## config.mk

```make
export PLATFORM = sky130hd
export DESIGN_NAME = sram_iface_ctrl
export DESIGN_NICKNAME = d
export VERILOG_FILES = /design/src/rtl/sram_iface_ctrl.sv
export SDC_FILE = /design/constraint.sdc
export NUM_CORES = 1
export LEC_CHECK = 0
export ABC_AREA = 1
export CAP_MARGIN = 20
export CORE_MARGIN = 2
export CORE_UTILIZATION = 41
export CTS_CLUSTER_DIAMETER = 200
export DETAILED_ROUTE_END_ITERATION = 16
export HOLD_SLACK_MARGIN = 0.06
export PLACE_DENSITY = 0.8
export SYNTH_ARGS = -nofsm -noshare
export SYNTH_HDL_FRONTEND = slang
export SYNTH_SLANG_ARGS = --single-unit
export TNS_END_PERCENT = 50
```

## constraint.sdc

```tcl
create_clock -name clk -period 3.73 [get_ports clk]
set_clock_uncertainty 0.1 [all_clocks]
set_input_delay 0.373 -clock clk [delete_from_list [all_inputs] [get_ports clk]]
set_output_delay 0.373 -clock clk [all_outputs]
set_load 0.01 [all_outputs]
```

## src/rtl/sram_iface_ctrl.sv

```systemverilog
// sram_iface_ctrl
// Single-port controller turning a one-word request into a sequenced strobe
// on an asynchronous SRAM (IDLE -> SETUP -> ACCESS x ACCESS_CYCLES -> DONE).
//
// Optional feature macro: SRAM_IFACE_TURNAROUND_EN
//   defined   : a TURN state (dead bus cycle, no io_done) sits between ACCESS and DONE
//   undefined : ACCESS goes straight to DONE
//
// Ports:
//   clk          in   system clock, rising edge
//   n_rst        in   asynchronous reset, active HIGH (historical name)
//   start        in   request, acted on at its rising edge while IDLE
//   writemode    in   1 = write, 0 = read (sampled with start)
//   i_address    in   request address (sampled with start)
//   i_w_data     in   request write data (sampled with start)
//   i_r_data     out  last read result, held until the next read completes
//   io_done      out  one-cycle completion pulse
//   read_enable  out  SRAM read strobe
//   write_enable out  SRAM write strobe
//   address      out  SRAM address, holds its last value in IDLE
//   w_data       out  SRAM write data, holds its last value in IDLE
//   r_data       in   SRAM read data, valid while read_enable = 1
module sram_iface_ctrl #(
  parameter int ADDR_W        = 16,
  parameter int DATA_W        = 32,
  parameter int ACCESS_CYCLES = 2
) (
  input  logic              clk,
  input  logic              n_rst,
  input  logic              start,
  input  logic              writemode,
  input  logic [ADDR_W-1:0] i_address,
  input  logic [DATA_W-1:0] i_w_data,
  output logic [DATA_W-1:0] i_r_data,
  output logic              io_done,
  output logic              read_enable,
  output logic              write_enable,
  output logic [ADDR_W-1:0] address,
  output logic [DATA_W-1:0] w_data,
  input  logic [DATA_W-1:0] r_data
);

  typedef enum logic [2:0] {
    IDLE   = 3'd0,
    SETUP  = 3'd1,
    ACCESS = 3'd2,
    TURN   = 3'd3,
    DONE   = 3'd4
  } state_t;

  localparam int              CNT_W    = (ACCESS_CYCLES > 1) ? $clog2(ACCESS_CYCLES) : 1;
  localparam logic [CNT_W-1:0] CNT_LAST = CNT_W'(ACCESS_CYCLES - 1);

  state_t             state_r;
  state_t             next_state_s;
  logic [CNT_W-1:0]   cnt_r;
  logic [CNT_W-1:0]   next_cnt_s;
  logic               start_q_r;
  logic               wm_r;
  logic               accept_s;
  logic               capture_s;

  logic               read_enable_s;
  logic               write_enable_s;
  logic               io_done_s;
  logic [ADDR_W-1:0]  address_s;
  logic [DATA_W-1:0]  w_data_s;
  logic [DATA_W-1:0]  i_r_data_s;

  // State register: FSM state, access counter, start edge history, latched mode.
  always_ff @(posedge clk or posedge n_rst) begin
    if (n_rst) begin
      state_r   <= IDLE;
      cnt_r     <= '0;
      start_q_r <= 1'b0;
      wm_r      <= 1'b0;
    end else begin
      state_r   <= next_state_s;
      cnt_r     <= next_cnt_s;
      start_q_r <= start;
      if (accept_s) begin
        wm_r <= writemode;
      end else begin
        wm_r <= wm_r;
      end
    end
  end

  // Next-state logic; start edges outside IDLE are dropped, not queued.
  always_comb begin
    next_state_s = state_r;
    next_cnt_s   = cnt_r;
    accept_s     = 1'b0;
    capture_s    = 1'b0;
    case (state_r)
      IDLE: begin
        if (start && !start_q_r) begin
          accept_s     = 1'b1;
          next_state_s = SETUP;
        end else begin
          next_state_s = IDLE;
        end
      end
      SETUP: begin
        next_cnt_s   = '0;
        next_state_s = ACCESS;
      end
      ACCESS: begin
        if (cnt_r == CNT_LAST) begin
          next_cnt_s = '0;
          // Read data is sampled on the edge that closes the last strobe cycle.
          capture_s  = !wm_r;
`ifdef SRAM_IFACE_TURNAROUND_EN
          next_state_s = TURN;
`else
          next_state_s = DONE;
`endif
        end else begin
          next_cnt_s   = cnt_r + {{(CNT_W-1){1'b0}}, 1'b1};
          next_state_s = ACCESS;
        end
      end
      TURN: begin
        next_state_s = DONE;
      end
      DONE: begin
        next_state_s = IDLE;
      end
      default: begin
        next_state_s = IDLE;
      end
    endcase
  end

  // Output decode: next values for the output registers, derived from the next state
  // so that strobes and io_done come straight from flops.
  always_comb begin
    read_enable_s  = 1'b0;
    write_enable_s = 1'b0;
    io_done_s      = 1'b0;
    address_s      = address;
    w_data_s       = w_data;
    i_r_data_s     = i_r_data;

    if (accept_s) begin
      address_s = i_address;
      w_data_s  = i_w_data;
    end else begin
      address_s = address;
      w_data_s  = w_data;
    end

    // Exactly one strobe can be high, selected by the latched mode.
    if (next_state_s == ACCESS) begin
      write_enable_s = wm_r;
      read_enable_s  = !wm_r;
    end else begin
      write_enable_s = 1'b0;
      read_enable_s  = 1'b0;
    end

    if (next_state_s == DONE) begin
      io_done_s = 1'b1;
    end else begin
      io_done_s = 1'b0;
    end

    if (capture_s) begin
      i_r_data_s = r_data;
    end else begin
      i_r_data_s = i_r_data;
    end
  end

  // Output registers; async reset drops the strobes without waiting for a clock.
  always_ff @(posedge clk or posedge n_rst) begin
    if (n_rst) begin
      read_enable  <= 1'b0;
      write_enable <= 1'b0;
      io_done      <= 1'b0;
      address      <= '0;
      w_data       <= '0;
      i_r_data     <= '0;
    end else begin
      read_enable  <= read_enable_s;
      write_enable <= write_enable_s;
      io_done      <= io_done_s;
      address      <= address_s;
      w_data       <= w_data_s;
      i_r_data     <= i_r_data_s;
    end
  end

endmodule

```

==> impl_metrics.json <==
{
  "status": "completed",
  "fp-row-count": 34,
  "drc": 0,
  "arrival_ns": 2.56,
  "cell_internal_pwr_w": 0.002828,
  "core-area_um2": 8593,
  "cts.sinks": 89,
  "io_pins": 167,
  "nNetsFinal": 627,
  "timing.rr.end": "w_data[9]",
  "hold_end": "i_r_data[26]",
  "grtUsageMet2": 0.3424,
  "synth_area_um2": 3572,
  "clockPowerShare": 0.149,
  "swShare": 0.3640,
  "firstDrtPassIters": 5,
  "grt_antenna_before_repair": 0,
  "wire_per_inst_um": 14.55,
  "cts_root_buf": "clkbuf_8",
  "finalHoldViolations": 0,
  "yosysSeqAreaShare": 0.6235,
  "place_inst": 640,
  "cts_buffers": 9,
  "critPathCaptureType": "flop",
  "ys_ff_latch": 89,
  "start_util": 0.4157,
  "cts_setup_buffers": 0,
  "layout_commonest_cell": "nand2_1",
  "grt_usage": 0.2011,
  "rsz0062_at_grt": "false",
  "dp_hpwl_mm": 6.616,
  "die_h_um": 97.34,
  "io_buffers": 166,
  "vias": 3320,
  "clk_path_buf_depth": 2,
  "rr_worst_depth": 5,
  "fmax_ghz": 0.4104,
  "viasPerCell": 5.061,
  "final_cell_mix": "nand2_1, clkdlybuf4s50_1, dfrtp_1",
  "syn_to_final_growth_pct": 53.94,
  "start_kind": "flop",
  "critPathKind": "flop to flop",
  "cts.clk_slew.worst_paths_ns": 0.08,
  "whs_path_depth": 2,
  "fin_crit_ns": 2.436,
  "r2r_start": "state_r[1]",
  "cp_num_buf_inv": 1,
  "switching_power_w": 0.001619,
  "fin_area_um2": 5499,
  "crit_chain": "nor2_4 -> buf_4 -> nand3_2 -> nand2_1 -> nand2_1",
  "netlist_instances": 388,
  "fin_cells": 656,
  "crit_family": "simple AND/OR/NAND/NOR gates",
  "combPwrFrac": 0.465,
  "power.density_nw_per_um2": 808.6,
  "grt.busiest_layer": "met2",
  "reg2reg_slack_ns": 1.29,
  "drive_gt1_frac": 0.05474,
  "drt.antenna.violating_nets": 0,
  "die_w_um": 97.34,
  "synth-warning-count": 0,
  "first_global_vias": 3151,
  "p_total_w": 0.004447,
  "met1_usage": 0.2481,
  "cp_slowest_cell": "nand3_2",
  "drt_iter0_drc": 118,
  "cts_tree": "done",
  "place.gp.congestion": 0.8197,
  "finalCritPeriodShare": 0.6532,
  "setup_viol": 0,
  "grt_util_met3": 0.06115,
  "cpMostUsedCell": "nand2_1",
  "antenna_cells": 0,
  "fillCellCount": 711,
  "dieArea_um2": 9475,
  "max_slew.worst_pin.slew_ns": 0.9610,
  "ctsResizeCount": 0,
  "worstHoldPathType": "flop to flop",
  "wirelength_mm": 9.544,
  "fin_tns_setup_ns": 0,
  "leakagePower_nw": 2.631,
  "ctsHtreeMaxLevel": 3,
  "hold_buffers": 0,
  "placed_area_um2": 5296,
  "clock_latency_ns": 0.34,
  "maxSlewHeadroom": 0.3586,
  "grt_pass1_wl_mm": 15.44,
  "synth.distinct_cells": 13,
  "grt_max_degree": 52,
  "synth_area_per_cell_um2": 9.207,
  "ir_worst_vdd_uv": 368.1,
  "required_ns": 3.85,
  "maxSlewViolCount": 0,
  "worstHoldStart": "i_r_data[26]",
  "cap_violations": 0,
  "grt_overflow": 0,
  "sequentialPowerShare": 0.386,
  "synth_fp_nets": 472,
  "worstPathMaxFanout": 51,
  "max_stage_delay_ns": 0.83
}
==> area by class of cell <==
cell class / instances / area [µm²] / area share
sequential: 89 / 2227 / 0.4050
timing repair buffer: 173 / 1718 / 0.3124
multi-input combinational: 262 / 1185 / 0.2155
clock buffer: 10 / 137.6 / 0.02503
tap: 108 / 135.1 / 0.02457
clock inverter: 6 / 65.06 / 0.01183
inverter: 8 / 31.28 / 0.005688
==> routing by layer <==
layer / vias up / routed length, µm
met5: - / 0
met1: 1592 / 3970
met4: 0 / 135
li1: 1585 / -
met2: 131 / 4786
met3: 12 / 651
==> Yosys cell counts <==
cell type  number  area share
buf_2          23       0.032
a21boi_1        1      0.0021
nor2_2          4      0.0070
nand2_1       168        0.18
buf_4           2      0.0042
nor2_1          4      0.0042
inv_1           8      0.0084
dfrtp_1        89        0.62
nand3_1        34       0.048
nand3_2         1      0.0028
nand4_1        49       0.086
clkbuf_1        4      0.0042
a21oi_1         1      0.0014
==> stage by stage <==
step / hold slack [ns] / utilization / setup slack [ns]
2_1_floorplan: 0.3044 / - / 0.9501
3_3_place_gp: 0.3537 / 0.6150 / 1.413
3_5_place_dp: 0.3579 / 0.6163 / 1.293
4_1_cts: 0.3775 / 0.6399 / 1.301
5_1_grt: 0.3777 / 0.6399 / 1.022
6_report: 0.3736 / 0.6399 / 1.294
==> power by group through the flow <==
stage	combinational, W	clock, W	sequential (W)
floorplan	0.000706	0	0.00190
global placement	0.00201	0	0.00172
detailed placement	0.00209	0	0.00173
CTS	0.00209	0.000680	0.00172
global route	0.00225	0.000720	0.00178
finish	0.00207	0.000663	0.00172
==> worst max path at each step <==
stage          depth (start not counted)       start          to  slack (ns)
6_report                               5  state_r[1]   w_data[9]        1.29
2_1_floorplan                          1       n_rst  address[0]        0.95
4_1_cts                                5  state_r[1]  address[5]        1.30
3_3_place_gp                           5  state_r[1]   w_data[8]        1.41
3_5_place_dp                           5  state_r[1]  address[5]        1.29
5_1_grt                                5  state_r[1]   w_data[1]        1.02
==> tightest hold or removal path, cell delays in order, from the launching register on <==
cell     delay (ns)
dfrtp_1        0.35
nand2_1        0.05
nand2_1        0.05
==> sequential cells by signal, summed over array words and instances, names as in the netlist <==
name / flops
state_r: 3
i_r_data: 32
wm_r: 1
read_enable: 1
write_enable: 1
start_q_r: 1
cnt_r: 1
io_done: 1
w_data: 32
address: 16
==> cells by family (layout without fill, tap and decap cells) <==
kind of cell / after synthesis / after routing / synth area share
AO/OA/AOI/OAI: 2 / 2 / 0.003502
flip-flops: 89 / 89 / 0.6235
buffers and inverters: 37 / 197 / 0.04903
AND/OR/NAND/NOR: 260 / 260 / 0.3240
Power figures use the tool's default switching activity.
